## src/rtl/hazard_halt_if.sv

```systemverilog
// ID-stage hazard/halt bus: decoded ID fields in, pipeline write controls and status out.
interface hazard_halt_if #(
    parameter int CNT_W = 32
);
    logic             id_valid;
    logic [4:0]       id_rs1;
    logic [4:0]       id_rs2;
    logic             id_use_rs1;
    logic             id_use_rs2;
    logic [4:0]       id_rd;
    logic             id_write_enable;
    logic             id_mem_read;
    logic             id_is_ecall;
    logic             halt_req;
    logic             pc_write;
    logic             if_id_write;
    logic             id_ex_bubble;
    logic             is_halted;
    logic [CNT_W-1:0] stall_count;

    modport master (
        output id_valid, id_rs1, id_rs2, id_use_rs1, id_use_rs2, id_rd,
               id_write_enable, id_mem_read, id_is_ecall, halt_req,
        input  pc_write, if_id_write, id_ex_bubble, is_halted, stall_count
    );

    modport slave (
        input  id_valid, id_rs1, id_rs2, id_use_rs1, id_use_rs2, id_rd,
               id_write_enable, id_mem_read, id_is_ecall, halt_req,
        output pc_write, if_id_write, id_ex_bubble, is_halted, stall_count
    );
endinterface

```

## src/rtl/hazard_halt_controller.sv

```systemverilog
// Load-use / ecall hazard stall, drain-and-halt sequencing, and a shadow EX/MEM/WB
// writer pipeline for a 5-stage core.
module hazard_halt_controller #(
    parameter int FORWARDING   = 1,
    parameter int WB_BYPASS    = 1,
    parameter int DRAIN_CYCLES = 3,
    parameter int CNT_W        = 32
) (
    input  logic        clk,
    input  logic        reset,
    hazard_halt_if.slave hz
);
    localparam int STAGES = 3;
    localparam int EX     = 0;
    localparam int MEM    = 1;
    localparam int WB     = 2;
    localparam int NSRC   = 3;   // rs1, rs2, x17 for the ecall compare
    localparam int DW     = (DRAIN_CYCLES > 1) ? $clog2(DRAIN_CYCLES) : 1;

    typedef struct packed {
        logic       valid;
        logic [4:0] rd;
        logic       we;
        logic       mem_read;
    } shadow_t;

    typedef enum logic [1:0] {RUN, DRAIN, HALTED} state_t;

    state_t                         state;
    shadow_t [STAGES-1:0]           shd;
    logic    [DW-1:0]               drain_cnt;
    logic    [CNT_W-1:0]            stall_cnt;
    logic                           halted_q;

    logic    [STAGES-1:0]           writer;
    logic    [NSRC-1:0][4:0]        src_reg;
    logic    [NSRC-1:0][STAGES-1:0] match;
    logic    [NSRC-1:0]             src_hz;
    logic                           ecall_hz;
    logic                           stall;
    logic                           advance;
    logic                           go_drain;

    assign src_reg[0] = hz.id_rs1;
    assign src_reg[1] = hz.id_rs2;
    assign src_reg[2] = 5'd17;

    for (genvar s = 0; s < STAGES; s++) begin : g_wr
        assign writer[s] = shd[s].valid && shd[s].we && (shd[s].rd != 5'd0);
    end

    for (genvar i = 0; i < NSRC; i++) begin : g_src
        for (genvar s = 0; s < STAGES; s++) begin : g_stg
            assign match[i][s] = writer[s] && (shd[s].rd == src_reg[i]);
        end
        // With bypassing only a load in EX is uncovered; without it every live writer counts.
        if (FORWARDING != 0) begin : g_fwd
            assign src_hz[i] = (src_reg[i] != 5'd0) && match[i][EX] && shd[EX].mem_read;
        end else begin : g_nofwd
            assign src_hz[i] = (src_reg[i] != 5'd0) &&
                               (match[i][EX] || match[i][MEM] ||
                                ((WB_BYPASS == 0) && match[i][WB]));
        end
    end

    // x17 is compared in ID, so EX results are never bypassable and MEM loads arrive too late.
    assign ecall_hz = match[2][EX] || (match[2][MEM] && shd[MEM].mem_read) ||
                      ((FORWARDING == 0) && src_hz[2]);

    assign stall = hz.id_valid && (state == RUN) &&
                   ((hz.id_use_rs1 && src_hz[0]) ||
                    (hz.id_use_rs2 && src_hz[1]) ||
                    (hz.id_is_ecall && ecall_hz));

    assign advance  = (state == RUN) && !stall;
    assign go_drain = advance && hz.id_valid && hz.id_is_ecall && hz.halt_req;

    assign hz.pc_write     = advance;
    assign hz.if_id_write  = advance;
    assign hz.id_ex_bubble = !advance;
    assign hz.is_halted    = halted_q;
    assign hz.stall_count  = stall_cnt;

    always_ff @(posedge clk) begin
        if (reset) begin
            state     <= RUN;
            shd       <= '0;
            drain_cnt <= '0;
            stall_cnt <= '0;
            halted_q  <= 1'b0;
        end else begin
            shd[WB]  <= shd[MEM];
            shd[MEM] <= shd[EX];
            // The terminating ecall itself never becomes an in-flight instruction.
            if (advance && !go_drain) begin
                shd[EX] <= '{valid: hz.id_valid, rd: hz.id_rd,
                             we: hz.id_write_enable, mem_read: hz.id_mem_read};
            end else begin
                shd[EX] <= '0;
            end

            if (stall && (stall_cnt != '1)) begin
                stall_cnt <= stall_cnt + 1'b1;
            end

            case (state)
                RUN: begin
                    if (go_drain) begin
                        state     <= DRAIN;
                        drain_cnt <= DW'(DRAIN_CYCLES - 1);
                    end
                end
                DRAIN: begin
                    if (drain_cnt == '0) begin
                        state    <= HALTED;
                        halted_q <= 1'b1;
                    end else begin
                        drain_cnt <= drain_cnt - 1'b1;
                    end
                end
                HALTED: state <= HALTED;
                default: state <= RUN;
            endcase
        end
    end
endmodule
```

## src/flat_wrapper.sv

```systemverilog
// flat-port wrapper written by rule: the top's interface ports become plain ports
module hazard_halt_controller_flat 
#(
    parameter int FORWARDING   = 1,
    parameter int WB_BYPASS    = 1,
    parameter int DRAIN_CYCLES = 3,
    parameter int CNT_W        = 32
)
  (clk, reset, hz_id_valid, hz_id_rs1, hz_id_rs2, hz_id_use_rs1, hz_id_use_rs2, hz_id_rd, hz_id_write_enable, hz_id_mem_read, hz_id_is_ecall, hz_halt_req, hz_pc_write, hz_if_id_write, hz_id_ex_bubble, hz_is_halted, hz_stall_count);
  hazard_halt_if #(.CNT_W(CNT_W)) hz_i ();
  input  logic clk;
  input  logic reset;
  input wire logic [$bits(hz_i.id_valid)-1:0] hz_id_valid;
  input wire logic [$bits(hz_i.id_rs1)-1:0] hz_id_rs1;
  input wire logic [$bits(hz_i.id_rs2)-1:0] hz_id_rs2;
  input wire logic [$bits(hz_i.id_use_rs1)-1:0] hz_id_use_rs1;
  input wire logic [$bits(hz_i.id_use_rs2)-1:0] hz_id_use_rs2;
  input wire logic [$bits(hz_i.id_rd)-1:0] hz_id_rd;
  input wire logic [$bits(hz_i.id_write_enable)-1:0] hz_id_write_enable;
  input wire logic [$bits(hz_i.id_mem_read)-1:0] hz_id_mem_read;
  input wire logic [$bits(hz_i.id_is_ecall)-1:0] hz_id_is_ecall;
  input wire logic [$bits(hz_i.halt_req)-1:0] hz_halt_req;
  output wire logic [$bits(hz_i.pc_write)-1:0] hz_pc_write;
  output wire logic [$bits(hz_i.if_id_write)-1:0] hz_if_id_write;
  output wire logic [$bits(hz_i.id_ex_bubble)-1:0] hz_id_ex_bubble;
  output wire logic [$bits(hz_i.is_halted)-1:0] hz_is_halted;
  output wire logic [$bits(hz_i.stall_count)-1:0] hz_stall_count;
  assign hz_i.id_valid = hz_id_valid;
  assign hz_i.id_rs1 = hz_id_rs1;
  assign hz_i.id_rs2 = hz_id_rs2;
  assign hz_i.id_use_rs1 = hz_id_use_rs1;
  assign hz_i.id_use_rs2 = hz_id_use_rs2;
  assign hz_i.id_rd = hz_id_rd;
  assign hz_i.id_write_enable = hz_id_write_enable;
  assign hz_i.id_mem_read = hz_id_mem_read;
  assign hz_i.id_is_ecall = hz_id_is_ecall;
  assign hz_i.halt_req = hz_halt_req;
  assign hz_pc_write = hz_i.pc_write;
  assign hz_if_id_write = hz_i.if_id_write;
  assign hz_id_ex_bubble = hz_i.id_ex_bubble;
  assign hz_is_halted = hz_i.is_halted;
  assign hz_stall_count = hz_i.stall_count;
  hazard_halt_controller #(.FORWARDING(FORWARDING), .WB_BYPASS(WB_BYPASS), .DRAIN_CYCLES(DRAIN_CYCLES), .CNT_W(CNT_W)) u_core (.clk(clk), .reset(reset), .hz(hz_i));
endmodule
```

## config.mk

```make
export PLATFORM = sky130hd
export DESIGN_NAME = hazard_halt_controller_flat
export DESIGN_NICKNAME = d
export VERILOG_FILES = /design/src/rtl/hazard_halt_if.sv /design/src/rtl/hazard_halt_controller.sv /design/src/flat_wrapper.sv
export SDC_FILE = /design/constraint.sdc
export NUM_CORES = 1
export LEC_CHECK = 0
export BUFFER_PORTS_ARGS = -buffer_cell sky130_fd_sc_hd__buf_2
export CAP_MARGIN = 30
export CORE_MARGIN = 2
export CORE_UTILIZATION = 48
export DETAILED_ROUTE_END_ITERATION = 10
export PLACE_DENSITY = 0.76
export REMOVE_ABC_BUFFERS = 1
export SYNTH_ARGS = -nofsm -noshare
export SYNTH_HDL_FRONTEND = slang
export SYNTH_SLANG_ARGS = --single-unit
```

## constraint.sdc

```tcl
create_clock -name clk -period 2.7 [get_ports clk]
set_input_delay 0.675 -clock clk [delete_from_list [all_inputs] [get_ports clk]]
set_output_delay 0.675 -clock clk [all_outputs]
set_load 0.01 [all_outputs]
```

==> results list <==
- Die Height: between 70 and 80 um
- Largest stage delay on the critical path: 0.54 ns
* Crit path capture type: primary output
- For this run, the detailed router's first-pass iteration total came to 4.
- After the flow finishes, the layout carries non-filler instances totaling 425.
- Final Skew: 0.00776 ns
- Signed area change from the synthesized netlist to the final layout: 24.9%
- Highest clock frequency the design can meet: roughly 350 MHz
- Synth Flop Type: dfxtp_1
- Via-to-Cell Ratio: just over 5
- Setup violations remaining at the end of the flow were counted as 5.
- Crit path time final: between 2 and 3 ns
- Most frequent standard cell in the layout excluding fill and tap cells: buf_2
- The cell sitting at the root of the clock tree is a clkbuf_8.
* Post-Synthesis Cell Area: around 2500 um^2
- DRC viols: 0
- In this run the standard cell core region covers slightly above 5000 um^2.
* Critical Path AT: roughly 2.2 ns
* Comb pwr share: about a quarter
- The flow ran to the end, but the final reports show violations.
* Final RePlAce weighted congestion: roughly 0.79
- Largest fanout of any net on the critical path: 3
- Register bit count reported by yosys: 53
- Placed inst area: approximately 2900 um^2
* Clock power frac: just under 30%
* Global-route usage over all layers: between 10% and 20%
- Horizontal extent of the die: 75.6 um
- Initial Util: between 40% and 50%
- Number of core rows: 26
- The worst setup path is launched from an input pin.
- For the worst setup path, the data required time is slightly above 2 ns.
- The clock passes through at most 2 buffers.
* Overall routed net length: around 5300 um
- Nets@finish: between 300 and 400
* Fillcell total: about 460
* Net switching power figure: between 500 and 600 uW
* Cell taking the most area after synthesis: dfxtp_1
* IO Port Bufs: 59
- Vias: ~2200
- Pwr Total: ~1.9 mW
- For this design the top-level I/O count stands at 60.
* H-Tree Level Count: 2
* Hold violation total from the final report: 0
- Registers are responsible for between 40% and 50% of the overall power.
- Mean instance size in the synthesized netlist: about 8.6 um^2
- In the final layout, the share of cells above drive strength 1 is between 20% and 30%.
- The max-slew violation count came to 0.
- Worst skew pair latency: 0.31 ns
- Min setup slack post-route: -0.159 ns
- Library cells used by synthesis: 35
- The critical path is of the input pin to primary output type.
* Async set-or-reset flop fraction in the synthesized netlist: 0%
- Detailed placement finished with a half-perimeter wire length of approximately 3800 um.
- Critical-path cell with the highest stage delay: or4_4
* Total grt overflow: 0
* Failing checks: setup timing
- Measured against its own limit, the worst slew margin works out to between 70% and 80%.
- At the pin with the least slew margin, the transition time is between 0.3 and 0.4 ns.
* Antenna Nets Post-Route: 0
* Synthesized instance count: between 200 and 300
* Largest voltage drop on the vdd net: about 0.51 mV
- Yosys attributes the largest share of cell area to dfxtp_1 (43%), xnor2_1 (11%), nor2_1 (5.5%).
* Clock tree from TritonCTS: yes
- The via count of the first global-routing pass is 1996.
- Seq/Total Area, Yosys: a little over two fifths
* Wire length of the first global-routing pass: a little under 9000 um
* WL/cell: between 10 and 15 um
* Top library cells by usage in the layout, fill and taps aside: buf_2 (56), dfxtp_1 (52), nor2_1 (36)
- Detailed router's first-iteration violation count: between 90 and 100
* Number of warning messages in the yosys log: 0
* Maximum number of pins on one net before global-route repair: 30
* Cell total after placement: roughly 420
- Initial antenna violation count: 0
* Antenna cell count: 0
- Part of the cycle the worst path needs: 106%
- Cell internal power was estimated by the tool at between 1 and 1.5 mW.
- Setup repair after global routing could not meet its margin everywhere.
- Clock-pin slew was measured on the worst setup and hold paths at 0.09 ns.
- The share of synthesized area in the top cell type comes to 43.1%.
- Number of hold-repair buffers added at the cts stage: 0
- In this run, CTS created clock tree buffers numbering 5.
- Dividing total power by cell area gives a power density of between 600 and 700 nW/um^2.
* Post-route design area: between 3000 and 4000 um^2
* Switch share: 28.3%
- Die area: approximately 5700 um^2
* Leakage power: roughly 1.2 nW
- Counting every sink on the clock net gives 53.
- The tightest min-delay check is of the register to register type.
- Max-cap violations in this run came to 0.
- The synthesized design contains 0 enable-type register cells.
- Worst-path cell chain: buf_6 -> or4_4 -> a21oi_4 -> nor4_4 -> o31ai_2 -> and2_4 -> inv_1 -> buf_2
synthesized netlist by cell type (2+ instances only):
| master | count |
|---|---|
| buf_4 | 2 |
| dfxtp_1 | 53 |
| o31ai_1 | 5 |
| nor4b_1 | 3 |
| a211oi_1 | 2 |
| nand4_1 | 8 |
| nor3_1 | 10 |
| a21oi_1 | 15 |
| nand3_1 | 10 |
| or3_1 | 9 |
| nor2_1 | 36 |
| nor2b_1 | 8 |
| nor3b_1 | 2 |
| clkbuf_1 | 7 |
| mux2i_1 | 2 |
| and2_1 | 11 |
| buf_2 | 2 |
| inv_1 | 14 |
| or4_1 | 6 |
| nor4_1 | 6 |
| ha_1 | 5 |
| xnor2_1 | 30 |
| nor4_2 | 4 |
| o21ai_1 | 8 |
| nand2_1 | 18 |
routing by layer:
| metal | track usage (%) | wire [um] | vias to the layer above |
|---|---|---|---|
| met5 | 0 | 0 | - |
| met4 | 7.99 | 81 | 0 |
| met3 | 4.23 | 287 | 10 |
| met2 | 31.3 | 2510 | 61 |
| met1 | 26.6 | 2440 | 990 |
| li1 | - | - | 1118 |
layout make-up:
class | instances | area, um^2 | area share (%)
timing repair buffer | 73 | 419 | 13.6
clock buffer | 6 | 82.6 | 2.69
inverter | 14 | 52.6 | 1.71
sequential | 53 | 1060 | 34.6
multi-input combinational | 207 | 1330 | 43.3
clock inverter | 2 | 37.5 | 1.22
tap | 70 | 87.6 | 2.85
kinds of logic after synthesis:
family | synth area share, %
AND/OR/NAND/NOR | 30.5
flip-flops | 43.1
buffers and inverters | 4.37
adder cells (fa/ha/maj) | 2.54
XOR/XNOR | 10.7
AO/OA/AOI/OAI | 8.03
multiplexers | 0.813
flip-flops by register name, indices dropped and copies added (netlist names):
signal,flops
u_core.hz.is_halted,1
u_core.hz.stall_count,32
u_core.drain_cnt,2
u_core.state,2
u_core.shd,16
stage by stage:
stage / hold WS [ns] / util (%) / setup TNS, ns / setup slack, ns
after floorplan: 0.430 / - / -8.76 / -0.476
after global placement: 0.443 / 57.1 / -1.83 / -0.212
after detailed placement: 0.448 / 57.1 / -2.26 / -0.265
after CTS: 0.461 / 60.6 / -0.276 / -0.115
after global routing: 0.500 / 61.0 / -0.919 / -0.201
final: 0.461 / 61.0 / -0.422 / -0.159
repair_timing:
| item | 4_1_cts | 5_1_grt |
|---|---|---|
| pin swaps | 1 | 1 |
| gates resized for setup | 10 | 2 |
| buffers inserted | 1 | 1 |
| setup endpoints to repair | 3 | 12 |
power groups by stage:
stage                     Combinational [mW]  Clock, mW  Sequential (mW)
after detailed placement               0.403          0            0.904
after global placement                 0.391          0            0.901
after global routing                   0.496      0.603            0.895
final                                  0.443      0.563            0.887
after floorplan                        0.272          0            0.898
after CTS                              0.440      0.570            0.886
worst paths after layout:
path	start	slack, ns	end	depth (start not counted)
min	u_core.drain_cnt[0]	0.46	u_core.drain_cnt[0]	2
min reg2reg	u_core.drain_cnt[0]	0.46	u_core.drain_cnt[0]	2
max reg2reg	u_core.shd[6]	-0.04	u_core.hz.stall_count[31]	9
max	hz_id_rs1[0]	-0.16	hz_id_ex_bubble	8
worst max-delay path, delay by kind of cell:
family / cells / cell delay (ns)
and+or+nand+nor: 3 / 0.81
buffers and inverters: 3 / 0.25
AOI/OAI and AO/OA: 2 / 0.45
No activity file was read; power rests on OpenSTA's default activity.
